## src/rtl/clock_set_controller.sv

```systemverilog
// clock_set_controller
// Front-panel sequencer for a six-digit BCD clock. It switches the clock
// counter between free-running and hour/minute edit modes, edits the time from
// debounced button pulses, and issues a one-cycle parallel load on commit.
// Optional feature macro: BLINK_EN (blinks the digits being edited on each tick).
module clock_set_controller #(
  parameter int TIMEOUT_S = 30
) (
  input  logic       clk,
  input  logic       resetn,
  input  logic       tick,
  input  logic       btn_mode,
  input  logic       btn_inc,
  input  logic       btn_dec,
  input  logic [3:0] cur_h1,
  input  logic [3:0] cur_h0,
  input  logic [3:0] cur_m1,
  input  logic [3:0] cur_m0,
  output logic       run_en,
  output logic       load,
  output logic [3:0] ld_h1,
  output logic [3:0] ld_h0,
  output logic [3:0] ld_m1,
  output logic [3:0] ld_m0,
  output logic [5:0] blank_mask,
  output logic [1:0] mode
);

  typedef enum logic [1:0] {
    RUN    = 2'd0,
    SET_H  = 2'd1,
    SET_M  = 2'd2,
    COMMIT = 2'd3
  } state_t;

  // A zero timeout still needs a legal, non-empty counter.
  localparam int TW = (TIMEOUT_S > 0) ? $clog2(TIMEOUT_S + 1) : 1;
  localparam logic [TW-1:0] TO_LAST = TW'((TIMEOUT_S > 0) ? TIMEOUT_S - 1 : 0);

  state_t        state;
  logic [TW-1:0] to_cnt;

  logic       any_btn, step_inc, step_dec, timeout_hit;
  logic [3:0] hu1, hu0, hd1, hd0, mu1, mu0, md1, md0;
  logic [3:0] cap_h1, cap_h0, cap_m1, cap_m0;

  assign mode        = state;
  assign any_btn     = btn_mode | btn_inc | btn_dec;
  // inc and dec together cancel; btn_mode has priority in the FSM below.
  assign step_inc    = btn_inc & ~btn_dec;
  assign step_dec    = btn_dec & ~btn_inc;
  assign timeout_hit = (TIMEOUT_S != 0) && tick && !any_btn && (to_cnt == TO_LAST);

  // BCD step values for the edit registers and sanitised capture of the live time.
  // NOTE: every always_comb output gets a value on every path so no latch is inferred.
  always_comb begin
    if (ld_h1 == 4'd2 && ld_h0 == 4'd3) begin hu1 = 4'd0;          hu0 = 4'd0;          end
    else if (ld_h0 == 4'd9)              begin hu1 = ld_h1 + 4'd1; hu0 = 4'd0;          end
    else                                 begin hu1 = ld_h1;        hu0 = ld_h0 + 4'd1; end

    if (ld_h1 == 4'd0 && ld_h0 == 4'd0) begin hd1 = 4'd2;          hd0 = 4'd3;          end
    else if (ld_h0 == 4'd0)              begin hd1 = ld_h1 - 4'd1; hd0 = 4'd9;          end
    else                                 begin hd1 = ld_h1;        hd0 = ld_h0 - 4'd1; end

    if (ld_m1 == 4'd5 && ld_m0 == 4'd9) begin mu1 = 4'd0;          mu0 = 4'd0;          end
    else if (ld_m0 == 4'd9)              begin mu1 = ld_m1 + 4'd1; mu0 = 4'd0;          end
    else                                 begin mu1 = ld_m1;        mu0 = ld_m0 + 4'd1; end

    if (ld_m1 == 4'd0 && ld_m0 == 4'd0) begin md1 = 4'd5;          md0 = 4'd9;          end
    else if (ld_m0 == 4'd0)              begin md1 = ld_m1 - 4'd1; md0 = 4'd9;          end
    else                                 begin md1 = ld_m1;        md0 = ld_m0 - 4'd1; end

    if (cur_h0 <= 4'd9 && (cur_h1 < 4'd2 || (cur_h1 == 4'd2 && cur_h0 <= 4'd3))) begin
      cap_h1 = cur_h1; cap_h0 = cur_h0;
    end else begin
      cap_h1 = 4'd0;   cap_h0 = 4'd0;
    end

    if (cur_m0 <= 4'd9 && cur_m1 <= 4'd5) begin
      cap_m1 = cur_m1; cap_m0 = cur_m0;
    end else begin
      cap_m1 = 4'd0;   cap_m0 = 4'd0;
    end
  end

  // Mode sequencer, edit registers, timeout counter and registered strobes.
  // NOTE: sequential state uses non-blocking assignments so every flop samples pre-edge values.
  always_ff @(posedge clk or negedge resetn) begin
    if (!resetn) begin
      state  <= RUN;
      run_en <= 1'b1;
      load   <= 1'b0;
      ld_h1  <= 4'd0;
      ld_h0  <= 4'd0;
      ld_m1  <= 4'd0;
      ld_m0  <= 4'd0;
      to_cnt <= '0;
    end else begin
      load <= 1'b0;
      case (state)
        RUN: begin
          run_en <= 1'b1;
          if (btn_mode) begin
            state  <= SET_H;
            run_en <= 1'b0;
            ld_h1  <= cap_h1;
            ld_h0  <= cap_h0;
            ld_m1  <= cap_m1;
            ld_m0  <= cap_m0;
            to_cnt <= '0;
          end
        end
        SET_H, SET_M: begin
          if (any_btn)                   to_cnt <= '0;
          else if (tick && to_cnt != '1) to_cnt <= to_cnt + TW'(1);

          if (btn_mode) begin
            if (state == SET_H) begin
              state <= SET_M;
            end else begin
              state <= COMMIT;
              load  <= 1'b1;
            end
          end else if (timeout_hit) begin
            state  <= RUN;
            run_en <= 1'b1;
          end else if (step_inc) begin
            if (state == SET_H) begin ld_h1 <= hu1; ld_h0 <= hu0; end
            else                begin ld_m1 <= mu1; ld_m0 <= mu0; end
          end else if (step_dec) begin
            if (state == SET_H) begin ld_h1 <= hd1; ld_h0 <= hd0; end
            else                begin ld_m1 <= md1; ld_m0 <= md0; end
          end
        end
        COMMIT: begin
          state  <= RUN;
          run_en <= 1'b1;
        end
        default: begin
          state  <= RUN;
          run_en <= 1'b1;
        end
      endcase
    end
  end

`ifdef BLINK_EN
  // Blink phase lives in the mask bits of the field being edited; buttons force visible.
  always_ff @(posedge clk or negedge resetn) begin
    if (!resetn) begin
      blank_mask <= 6'd0;
    end else begin
      case (state)
        SET_H: begin
          if (any_btn || timeout_hit) blank_mask <= 6'd0;
          else if (tick)              blank_mask <= {{2{~blank_mask[5]}}, 4'd0};
        end
        SET_M: begin
          if (any_btn || timeout_hit) blank_mask <= 6'd0;
          else if (tick)              blank_mask <= {2'd0, {2{~blank_mask[3]}}, 2'd0};
        end
        default: blank_mask <= 6'd0;
      endcase
    end
  end
`else
  assign blank_mask = 6'd0;
`endif

endmodule

```

## config.mk

```make
export PLATFORM = sky130hd
export DESIGN_NAME = clock_set_controller
export DESIGN_NICKNAME = d
export VERILOG_FILES = /design/src/rtl/clock_set_controller.sv
export SDC_FILE = /design/constraint.sdc
export NUM_CORES = 1
export LEC_CHECK = 0
export ABC_AREA = 1
export CAP_MARGIN = 0
export CORE_MARGIN = 3
export CORE_UTILIZATION = 47
export CTS_CLUSTER_DIAMETER = 120
export DETAILED_ROUTE_END_ITERATION = 10
export GPL_TIMING_DRIVEN = 0
export PLACE_DENSITY = 0.89
export SLEW_MARGIN = 20
export SYNTH_ARGS = -nofsm -noshare
export SYNTH_HDL_FRONTEND = slang
export SYNTH_SLANG_ARGS = --single-unit
```

## constraint.sdc

```tcl
create_clock -name clk -period 1.6 [get_ports clk]
set_input_delay 0.32 -clock clk [delete_from_list [all_inputs] [get_ports clk]]
set_output_delay 0.32 -clock clk [all_outputs]
set_load 0.02 [all_outputs]
```

* Word-level counts from Yosys, hierarchy flattened
Index checks and enable logic that the tools add are counted.
** Operators by class
- Add/subtract/negate cells :: 9
- Magnitude comparators :: 5
- Equality and inequality tests :: 24
- Multiplexer cells :: 68
- Bitwise operators :: 6
- Reduce and logical (&&, ||, !) cells :: 26
** Operators with widths (count)
- $mux W4 :: 48
- $pmux W4 S2 :: 4
- $add A4 B1 Y4 const B :: 4
- $logic_not A4 Y1 :: 4
- $ne A4 B4 Y1 const B :: 4
- $reduce_and A8 Y1 :: 2
- $sub A4 B1 Y4 const B :: 4
- $mux W5 :: 3
- $eq A4 B2 Y1 const B :: 3
- $ne A2 B2 Y1 const B :: 6
- $reduce_and A6 Y1 :: 2
- $logic_and A1 B1 Y1 :: 10
- $pmux W5 S2 :: 1
- $ne A3 B3 Y1 const B :: 3
- $eq A4 B4 Y1 const B :: 2
- $le A4 B4 Y1 const B :: 2
- $mux W1 :: 7
- $mux W2 :: 3
- $pmux W2 S3 :: 1
- $add A5 B1 Y5 const B :: 1
- $eq A5 B5 Y1 const B :: 1
- $ne A5 B5 Y1 const B :: 1
- $eq A2 B2 Y1 const B :: 2
- $eq A4 B3 Y1 const B :: 1
- other kinds (15) :: 19
** Word-level totals
- Bits in registers :: 25
- Input port bits :: 22
- Output and inout port bits :: 26

* Longest topological paths before layout
Gate-level depths: netlist of the first run.
- Word-level depth :: 9
- Depth in mapped cells :: 12

* Worst setup path after synthesis of the first run
No wires, ideal clock.
- Path kind :: flip-flop to flip-flop
- From :: reg state[0], in the netlist mode[0]
- To :: reg ld_h1[0]
- Arrival time :: 1.658 ns
- Required time :: 1.481 ns
- Path slack :: -0.177 ns
- Stages on the path, launching flop included :: 11
- Path buffers :: 2
- Path through :: dfrtp_1 > inv_1 > ha_1 > buf_6 > nand2_2 > o21ai_2 > nor2_1 > nand2_2 > buf_6 > o21ai_1 > nand2_1
** Between the ends
- Word-level cells in the longest chain between the ends :: 4
- Elaborated cells between the ends (all ways) :: 14
- Classes of those cells :: eq/ne (9); mux (1); reduce/logical (4)
** RTL lines
- start, declared :: RTL line 40 : state_t state;
- start signal, assigned :: RTL line 90 : state <= RUN;
- start signal, assigned :: RTL line 104 : state <= SET_H;
- start signal, assigned :: RTL line 119 : state <= SET_M;
- $eq A2 B1 Y1 / $eq A2 B2 Y1 (equally long branches) :: RTL line 100, 128, 131
- $reduce_or A2 Y1 :: RTL line 100 : case (state)
- $ne A4 B4 Y1 (no line) (tied with other cells)
- $reduce_and A8 Y1 (no line)
- end signal, assigned :: RTL line 106 : ld_h1 <= cap_h1;
- end signal, assigned :: RTL line 128 : if (state == SET_H) begin ld_h1 <= hu1; ld_h0 <= hu0; end
- end, declared :: RTL line 21 : output logic [3:0] ld_h1,
Several ways; a longest one is shown, not always the timed one.
A chain may end at the register's enable or synchronous reset.

* Worst setup path in the final report of the first run
- From :: reg state[1], in the netlist mode[1]
- To :: reg to_cnt[0]
** Between the ends
- Word-level cells in the longest chain between the ends :: 4
- Elaborated cells between the ends (all ways) :: 9
- Classes of those cells :: eq/ne (4); mux (1); reduce/logical (4)
** RTL lines
- $eq A2 B1 Y1 / $eq A2 B2 Y1 (equally long branches) :: RTL line 100
- $reduce_or A2 Y1 :: RTL line 100
- $ne A3 B3 Y1 (no line) / $reduce_bool A2 Y1 (equally long branches)
- $reduce_and A3 Y1 (no line)
- end signal, assigned :: RTL line 115 : else if (tick && to_cnt != '1) to_cnt <= to_cnt + TW'(1);
- end, declared :: RTL line 41 : logic [TW-1:0] to_cnt;
Several ways; a longest one is shown, not always the timed one.

==> impl_summary.log, run 1 <==
[metrics] Finish-stage setup viols: 3
[metrics] Peak Freq: 0.620 GHz
[metrics] final cell area excluding filler cells: around 0.0033 mm²
[metrics] Routed WL per cell: 12.9 µm
[metrics] dominant register cell in the synthesized netlist: dfrtp_1
[metrics] Slew HR: 61.0%
[metrics] initial standard-cell utilization of the core: roughly half
[metrics] Crit Path Max Fanout: 8
[metrics] number of search-and-repair iterations in the first detailed-routing pass: 5
[metrics] cts bufs inserted: 3
[metrics] post-route DRC violation count: 0
[metrics] wire length of the first global-routing pass: 10.2 mm
[metrics] Hold Fails Final Rpt: 0
[metrics] min Tclk post-route: approximately 1600 ps
[metrics] synthesized flop and latch total: 25
[metrics] power density over the cells: 1980 mW/mm²
[metrics] register clock-pin slew on the reported worst setup and hold paths: 100 ps
[metrics] grt ovf: 0
[metrics] cell count after synthesis: approximately 370
[metrics] Slew Limit Fails: 0
[metrics] maximum number of pins on one net before global-route repair: 26
[metrics] DIE WIDTH: 77.8 µm
[metrics] maximum clock insertion buffer count: 2
[metrics] CTS tree: built
[metrics] maximum ir drop on the vdd rail: ~1.2 mV
[metrics] most area-hungry cell type in the Yosys netlist: dfrtp_1
[metrics] worst-margin pin slew: 585 ps
[metrics] launching element type of the critical path: flop
[metrics] Yosys Warn Count: 0
[metrics] number of sinks driven by the clock tree: 25
[metrics] portion of the post-synthesis area used by sequential elements: 25.9%
[metrics] # diodes: 0
[metrics] most instantiated library cell after synthesis: nand2_1
[metrics] setup repair after global routing missed its margin: yes
[metrics] clk_lat worst skew: around 280 ps
[metrics] worst clock skew: 10.5 ps
[metrics] critical path start-end classification: flop to flop
[metrics] Hold WC Path Type: input port to async pin
[metrics] all-layer global routing usage: 20.3%
[metrics] max capacitance violation total: 0
[metrics] post-detailed-routing wire length: 6.49 mm
[metrics] crit end category: flop
[metrics] initial detailed-routing violation count: 235
[metrics] total number of H-tree levels: 1
[metrics] Post-synth EDFFs: 0
[metrics] per-cell via count in the routed design: 5.17
[metrics] antenna violations before repair: 0
[metrics] fraction of synthesized cell area taken by the top area cell type: 24.8%
[metrics] Yosys cell types: 29
[metrics] post-route worst setup slack: -13.7 ps
[metrics] top post-synthesis cells by area: dfrtp_1 (25%), nand2_1 (17%), ha_1 (11%)
[metrics] count of standard-cell rows: 25
[metrics] Leakage: 1.71 nW
[metrics] clock root buffer master: clkbuf_8
[metrics] run status: complete, but fails checks
[metrics] violations in the final reports: negative setup slack
[metrics] Commonest cells post-synth: nand2_1 (110), inv_1 (42), nand3_1 (40), nor2_1 (37), dfrtp_1 (24)
[metrics] Crit path required time: 1780 ps
[metrics] part of the cycle the worst path needs: 101%
[metrics] top-level I/O count: between 40 and 50
[metrics] core area: 0.00485 mm²
[metrics] power after layout: approximately 6.5 mW
[metrics] count of buffers from port buffering: 41
[metrics] count of vias placed by the detailed router: 2603
[metrics] number of nets in the layout: 480
[metrics] number of global-route vias before repair: 2394
[metrics] cell area reported after detailed placement: 0.00295 mm²
[metrics] Area Growth Syn to Fin: 35.3%
[metrics] mean area per synthesized cell: 6.60 µm²
[metrics] ratio of cells with drive above 1 in the final layout: between 20% and 30%
[metrics] post-synth design cell area: 0.00242 mm²
[metrics] die height: 77.8 µm
[metrics] fraction of registers with async set/reset: 100%
[metrics] Final Wtd Congestion: slightly above 0.9
[metrics] Data arrival, critical path: around 1800 ps
[metrics] count of nets left with antenna violations after detail routing: 0
[metrics] Detailed Place HPWL: 4.44 mm
[metrics] overall die area: 0.00605 mm²
[layout make-up]
cell class / count / area, µm²
multi-input combinational: 285 / 1660
tap: 67 / 83.8
fill: 380 / 1570
buffer: 11 / 95.1
clock inverter: 1 / 7.51
clock buffer: 3 / 41.3
inverter: 50 / 198
timing repair buffer: 61 / 557
sequential: 25 / 636
[final timing paths]
| kind | startpoint | to | slack, ps | depth (start not counted) |
|---|---|---|---|---|
| max in group asynchronous | resetn | ld_h1[1] | 1140 | 1 |
| setup reg to reg | mode[1] | to_cnt[0] | -10 | 10 |
| min in group clk | run_en | run_en | 490 | 2 |
| hold / removal | resetn | to_cnt[1] | 30 | 1 |
| hold reg to reg | run_en | run_en | 490 | 2 |
| setup / recovery | mode[1] | to_cnt[0] | -10 | 10 |
[per-layer routing]
| layer | up-vias | GRT usage, % | part of all wire (%) |
|---|---|---|---|
| li1 | 1297 | - | - |
| met1 | 1192 | 25.1 | 42 |
| met2 | 101 | 35.1 | 51 |
| met3 | 13 | 2.90 | 6.3 |
| met4 | 0 | 8.19 | 1.3 |
| met5 | - | 0 | 0 |
[worst max-delay path, cell delays in order, from the launching register on]
cell	delay (ps)
dfrtp_2	410
inv_4	60
ha_4	340
inv_4	60
buf_8	130
nor2_4	150
nand2_2	80
nand2_4	90
nor2_4	50
nor2_2	110
a21oi_2	40
[registers in the layout, summed over array words and instances (netlist names)]
register	flops
ld_h1	4
ld_m1	4
load	1
ld_h0	4
ld_m0	4
to_cnt	5
mode	2
run_en	1
[power breakdown]
part | switching, mW | internal, mW | leakage [nW]
Combinational | 2.88 | 2.02 | 1.37
Sequential | 0.309 | 0.890 | 0.316
Clock | 0.226 | 0.177 | 0.0217
[through the flow]
step | hold WS [ps] | instances | util (%) | setup WS (ps) | TNS [ps]
2_1_floorplan | 24.4 | 372 | - | -15.9 | -66.5
3_3_place_gp | 481 | 480 | 61.0 | -370 | -9290
3_5_place_dp | 360 | 480 | 60.9 | -391 | -5830
4_1_cts | 47.7 | 491 | 63.2 | -0.338 | -0.338
5_1_grt | 55.0 | 503 | 67.6 | -95.1 | -1090
6_report | 27.0 | 503 | 67.6 | -13.7 | -18.6
[what timing repair did]
item                       in CTS  in global routing
resized for setup              36                 44
gates cloned                    1                  0
buffers inserted                7                 12
hold buffers                    0                  0
setup endpoints to repair      41                 24
pin swaps                       9                 17
[cell usage in the layout, fill, tap and decap left out, types with 3 or more instances in the layout]
cell / instances
nand3_2: 6
clkbuf_8: 3
nand2_4: 4
inv_4: 4
inv_1: 34
nand3_1: 39
buf_6: 5
o211ai_1: 4
nand4_1: 5
clkdlybuf4s50_1: 19
o21ai_1: 9
nand2_1: 100
nor2_2: 11
ha_1: 14
o21ai_0: 10
dlygate4sd2_1: 20
ha_2: 4
buf_4: 22
nor2_1: 28
dfrtp_1: 17
conb_1: 6
nand2_2: 13
xor2_1: 8
inv_2: 12
a21oi_1: 6
ha_4: 3
nor2_4: 5
dfrtp_2: 7
[cell families after synthesis]
kind of cell | share of synthesized area (%)
other | 0.155
buffers and inverters | 11.9
adders and majority gates | 10.8
and+or+nand+nor | 40.1
xor gates and xnor gates | 3.25
DFF | 25.9
AOI/OAI and AO/OA | 7.90
Note: power is estimated with default switching activity, not from simulation.
==> run 2: changes to the inputs <==
CORE_UTILIZATION = 55   (was 47)
CTS_CLUSTER_SIZE = 10   (was default)
DONT_BUFFER_PORTS = 1   (was default)
PLACE_DENSITY = 0.85   (was 0.89)
==> impl_summary.log, run 2 (synthesis results as in run 1) <==
[metrics] ratio of cells with drive above 1 in the final layout: 26.4%
[metrics] initial standard-cell utilization of the core: 58.9%
[metrics] wire length of the first global-routing pass: 9.76 mm
[metrics] part of the cycle the worst path needs: 107%
[metrics] count of buffers from port buffering: 0
[metrics] count of vias placed by the detailed router: 2395
[metrics] most common cell after layout, fill and taps aside: nand2_1
[metrics] Detailed Place HPWL: 4.21 mm
[metrics] top-level I/O count: 48
[metrics] Slew Limit Fails: 0
[metrics] die height: between 70 and 80 µm
[metrics] crit end category: flop
[metrics] launching element type of the critical path: flop
[metrics] # diodes: 0
[metrics] maximum ir drop on the vdd rail: 1.02 mV
[metrics] flip-flop count of the largest register, all copies and words added: 5
[metrics] depth of the worst register-to-register path: 11
[metrics] worst setup path start: mode[0]
[metrics] launch point of the worst hold path: btn_mode
[metrics] post-route DRC violation count: 0
[metrics] max capacitance violation total: 0
[metrics] initial detailed-routing violation count: 242
[metrics] antenna violations before repair: 0
[metrics] met2 usage in global routing: 40.8%
[metrics] Post-Route Hold Slack: 238 ps
[metrics] Layout fillers: approximately 320
[metrics] number of search-and-repair iterations in the first detailed-routing pass: 4
[metrics] maximum number of pins on one net before global-route repair: 26
[metrics] clk_lat worst skew: 270 ps
[metrics] count of nets left with antenna violations after detail routing: 0
[metrics] per-cell via count in the routed design: between 5 and 6
[metrics] Register-to-Register Setup Slack: -110 ps
[metrics] number of global-route vias before repair: roughly 2200
[metrics] Final Wtd Congestion: 0.932
[metrics] maximum clock insertion buffer count: 2
[metrics] cts bufs inserted: 3
[metrics] Hold EP: mode[0]
[metrics] post-detailed-routing wire length: 5.91 mm
[metrics] critical path start-end classification: flop to flop
[metrics] DIE WIDTH: 72.4 µm
[metrics] routing usage on met1: 28.5%
[metrics] Hold WC Path Type: input port to flop
[metrics] Routed WL per cell: 13.2 µm
[metrics] Setup TNS Final: -1570 ps
[metrics] Crit Path Max Fanout: 8
[metrics] largest reg by FF count: to_cnt
[metrics] run status: complete, but fails checks
[metrics] Peak Freq: just under 0.6 GHz
[metrics] overall die area: 0.00524 mm²
[metrics] Data arrival, critical path: around 1900 ps
[metrics] count of standard-cell rows: 23
[metrics] most congested layer reported by global routing: met2
[metrics] Crit path required time: 1810 ps
[metrics] Leakage: roughly 1.5 nW
[metrics] core area: 0.00412 mm²
[metrics] total number of H-tree levels: 1
[metrics] number of nets in the layout: 441
[metrics] Area Growth Syn to Fin: 18.6%
[metrics] reg-to-reg critical path startpoint: mode[0]
[metrics] all-layer global routing usage: 23.1%
[metrics] grt ovf: 0
[metrics] top library cells by usage in the layout, fill and taps aside: nand2_1 (103), nand3_1 (35), nor2_1 (34)
[metrics] Finish-stage setup viols: 23
[metrics] CTS tree: built
[metrics] worst hold path depth: 3
[metrics] worst clock skew: between 1.5 and 2 ps
[metrics] number of sinks driven by the clock tree: 25
[metrics] min Tclk post-route: about 1700 ps
[metrics] violations in the final reports: negative setup slack
[metrics] Hold Fails Final Rpt: 0
[metrics] post-route worst setup slack: -115 ps
[metrics] clock root buffer master: clkbuf_8
[metrics] met3 track utilization from global routing: 5.12%
[metrics] setup repair after global routing missed its margin: yes
[metrics] endpoint of the worst-slack reg-to-reg timing path: ld_m1[1]
[metrics] power density over the cells: 2160 mW/mm²
[metrics] utilization of the core after routing: 69.9%
[metrics] register clock-pin slew on the reported worst setup and hold paths: 90 ps
[run 2: changes by cell type in the layout (fill, tap and decap cells not counted), sizes merged]
cell / delta
dlygate4sd3: +1
buf: +1
dlymetal6s2s: -1
clkdlybuf4s50: -19
dlygate4sd2: -20
clkbuf: -1
[run 2: layer usage]
layer  routed length (µm)  part of all wire, %  up-vias
li1                     -                    -     1210
met1                 2410                   41     1095
met2                 3000                   51       82
met3                  425                  7.2        8
met4                   74                  1.3        0
met5                    0                    0        -
[run 2: repair_timing]
| item | in CTS | in global routing |
|---|---|---|
| hold buffers | 2 | 0 |
| resized for setup | 42 | 17 |
| hold endpoints to repair | 25 | 0 |
| pin swaps | 12 | 16 |
| setup buffers | 10 | 9 |
| gates cloned | 1 | 0 |
| endpoints found under the setup margin | 23 | 23 |
[run 2: critical path: stages, from the launching register on]
cell     delay [ps]
dfrtp_2         490
inv_2            80
ha_4            290
buf_4           150
nor2_1           90
nand2_1          60
inv_2           100
and2_4          150
nand2_1          50
nand2_1          60
nand2_1          50
nand2_1          70
[run 2: power by group]
group          switching, mW  leakage [nW]  internal (mW)
registers              0.621         0.313          0.892
logic                   2.47          1.16           1.82
clock network          0.217        0.0217          0.177
total                   3.31          1.50           2.89
[run 2: worst max-delay path by stage]
stage,to,slack (ps),cells after the start
global placement,ld_m1[0],-140,11
detailed placement,ld_h1[3],-200,9
finish,ld_m1[1],-110,11
global route,ld_m1[1],-220,10
CTS,ld_h1[2],-90,10
floorplan,ld_h1[0],-20,10
[run 2: final cells by class]
type / instances / area (µm²) / area share, %
Buffer: 11 / 103 / 3.57
Sequential cell: 25 / 638 / 22.2
Inverter: 50 / 203 / 7.05
Clock buffer: 3 / 41.3 / 1.44
Clock inverter: 1 / 7.51 / 0.261
Timing Repair Buffer: 22 / 184 / 6.40
Multi-Input combinational cell: 285 / 1640 / 56.9
Tap cell: 50 / 62.6 / 2.18
[run 2: per-stage QoR]
stage,power [mW],worst slack [ps],instance area [µm²],std cells
6_report,6.20,-115,2880,447
5_1_grt,6.80,-215,2880,447
4_1_cts,5.77,-90.6,2770,438
3_5_place_dp,4.79,-197,2520,422
3_3_place_gp,4.69,-140,2520,422
2_1_floorplan,4.12,-15.9,2460,372
==> run 3: changes to the inputs <==
SETUP_SLACK_MARGIN = 0.1   (was default)
==> impl_summary.log, run 3 (synthesis results as in run 1) <==
[metrics] run status: complete, but fails checks
[metrics] violations in the final reports: negative setup slack
[metrics] CTS tree: built
[metrics] Peak Freq: 0.558 GHz
[metrics] initial detailed-routing violation count: 169
[metrics] worst slack, placed: -165 ps
[metrics] Hold Fails Final Rpt: 0
[metrics] final cell area excluding filler cells: roughly 0.003 mm²
[metrics] Crit path required time: between 1500 and 2000 ps
[metrics] Detailed Place HPWL: 4.18 mm
[metrics] Final Wtd Congestion: 0.881
[metrics] most common cell after layout, fill and taps aside: nand2_1
[metrics] Routed WL per cell: 13.7 µm
[metrics] crit end category: flop
[metrics] Hold WC Path Type: input port to flop
[metrics] count of standard-cell rows: 23
[metrics] all-layer global routing usage: between 20% and 30%
[metrics] total routed wire length on the met1 layer: 2.37 mm
[metrics] post-detailed-routing wire length: 6.04 mm
[metrics] Area Growth Syn to Fin: 20.5%
[metrics] utilization of the core after routing: 71.0%
[metrics] Setup TNS Final: -3390 ps
[metrics] maximum clock insertion buffer count: 2
[metrics] post-route worst setup slack: -193 ps
[metrics] power density over the cells: 2220 mW/mm²
[metrics] critical path start-end classification: flop to flop
[metrics] antenna violations before repair: 0
[metrics] top-level I/O count: 48
[metrics] Slew Limit Fails: 0
[metrics] count of buffers from port buffering: 0
[metrics] placed insts: 422
[metrics] initial standard-cell utilization of the core: 58.9%
[metrics] number of search-and-repair iterations in the first detailed-routing pass: 4
[metrics] launching element type of the critical path: flop
[metrics] overall die area: between 0.005 and 0.006 mm²
[metrics] clk_lat worst skew: 280 ps
[metrics] maximum ir drop on the vdd rail: 1.47 mV
[metrics] count of vias placed by the detailed router: 2396
[metrics] clock root buffer master: clkbuf_8
[metrics] number of global-route vias before repair: 2172
[metrics] DIE WIDTH: 72.4 µm
[metrics] flip-flop count of the largest register, all copies and words added: 5
[metrics] Crit Path Max Fanout: 8
[metrics] count of nets left with antenna violations after detail routing: 0
[metrics] # diodes: 0
[metrics] number of sinks driven by the clock tree: 25
[metrics] total number of H-tree levels: 1
[metrics] maximum number of pins on one net before global-route repair: 26
[metrics] number of nets in the layout: 436
[metrics] worst clock skew: 10.0 ps
[metrics] die height: 72.4 µm
[metrics] Finish-stage setup viols: 23
[metrics] top library cells by usage in the layout, fill and taps aside: nand2_1 (98), nand3_1 (37), inv_1 (34)
[metrics] met2 wire len: 3.07 mm
[metrics] post-route DRC violation count: 0
[metrics] max capacitance violation total: 0
[metrics] grt ovf: 0
[metrics] register clock-pin slew on the reported worst setup and hold paths: 100 ps
[metrics] Top Metal Used: met4
[metrics] min Tclk post-route: 1790 ps
[metrics] cts bufs inserted: 3
[metrics] Data arrival, critical path: between 1500 and 2000 ps
[metrics] part of the cycle the worst path needs: 112%
[metrics] Finished Layout Cells: ~440
[metrics] Leakage: 1.51 nW
[metrics] cell area reported after detailed placement: about 0.0025 mm²
[metrics] per-cell via count in the routed design: 5.42
[metrics] largest reg by FF count: to_cnt
[metrics] core area: 0.00412 mm²
[metrics] WL met3: 455 µm
[metrics] ratio of cells with drive above 1 in the final layout: 27.6%
[metrics] wire length of the first global-routing pass: 9.43 mm
[metrics] setup repair after global routing missed its margin: yes
==> run 3: cell count changes in the layout (fill, tap and decap cells not counted), sizes merged <==
cell	before	now
clkbuf	3	4
buf	32	26
==> run 3: where the power goes <==
group	internal [mW]	switching, mW	leakage [nW]	total (mW)
sequential	0.892	0.616	0.313	1.51
combinational	1.93	2.63	1.17	4.56
clock	0.177	0.226	0.0217	0.403
==> run 3: cell type report <==
class / instances / area, µm²
inverters: 50 / 205
fillers: 317 / 1190
multi-input cells: 285 / 1680
clock inverters: 1 / 7.51
flip-flops and latches: 25 / 638
clock buffers: 3 / 41.3
repair buffers: 16 / 156
well taps: 50 / 62.6
plain buffers: 12 / 128
==> run 3: worst max-delay path: stages (launching register included) <==
cell	delay (ps)
dfrtp_2	500
inv_2	90
ha_4	250
buf_12	150
nand2_4	80
o21ai_4	70
nor2_2	130
nand2_2	110
nor2_4	160
inv_2	60
nand2_1	50
nand2_1	50
==> run 3: per-stage QoR <==
stage / hold slack [ps] / power, mW
5_1_grt: 261 / 7.05
3_3_place_gp: 24.9 / 4.70
6_report: 244 / 6.47
4_1_cts: 238 / 5.53
2_1_floorplan: 24.4 / 4.15
3_5_place_dp: 24.9 / 4.81
==> run 3: per-layer routing <==
metal  vias up  track usage (%)
li1       1200                -
met1      1101             27.7
met2        80             37.4
met3        15             4.85
met4         0             7.58
met5         -                0
==> run 3: worst paths after layout <==
kind                            from  endpoint  slack, ps  cells past startpoint
setup / recovery             mode[0]  ld_m1[3]       -190                     11
hold / removal             cur_h1[0]  ld_h1[0]        240                      4
setup reg to reg             mode[0]  ld_m1[3]       -190                     11
hold reg to reg               run_en    run_en        550                      2
max in group asynchronous     resetn    run_en        900                      2
min in group asynchronous     resetn  ld_m1[1]        460                      2
==> run 3: timing repair <==
item	4_1_cts	5_1_grt
endpoints found under the hold margin	25	0
resized for setup	13	58
pin swaps	10	21
cloned	0	1
hold buffers	2	0
setup buffers	7	6
endpoints found under the setup margin	24	24
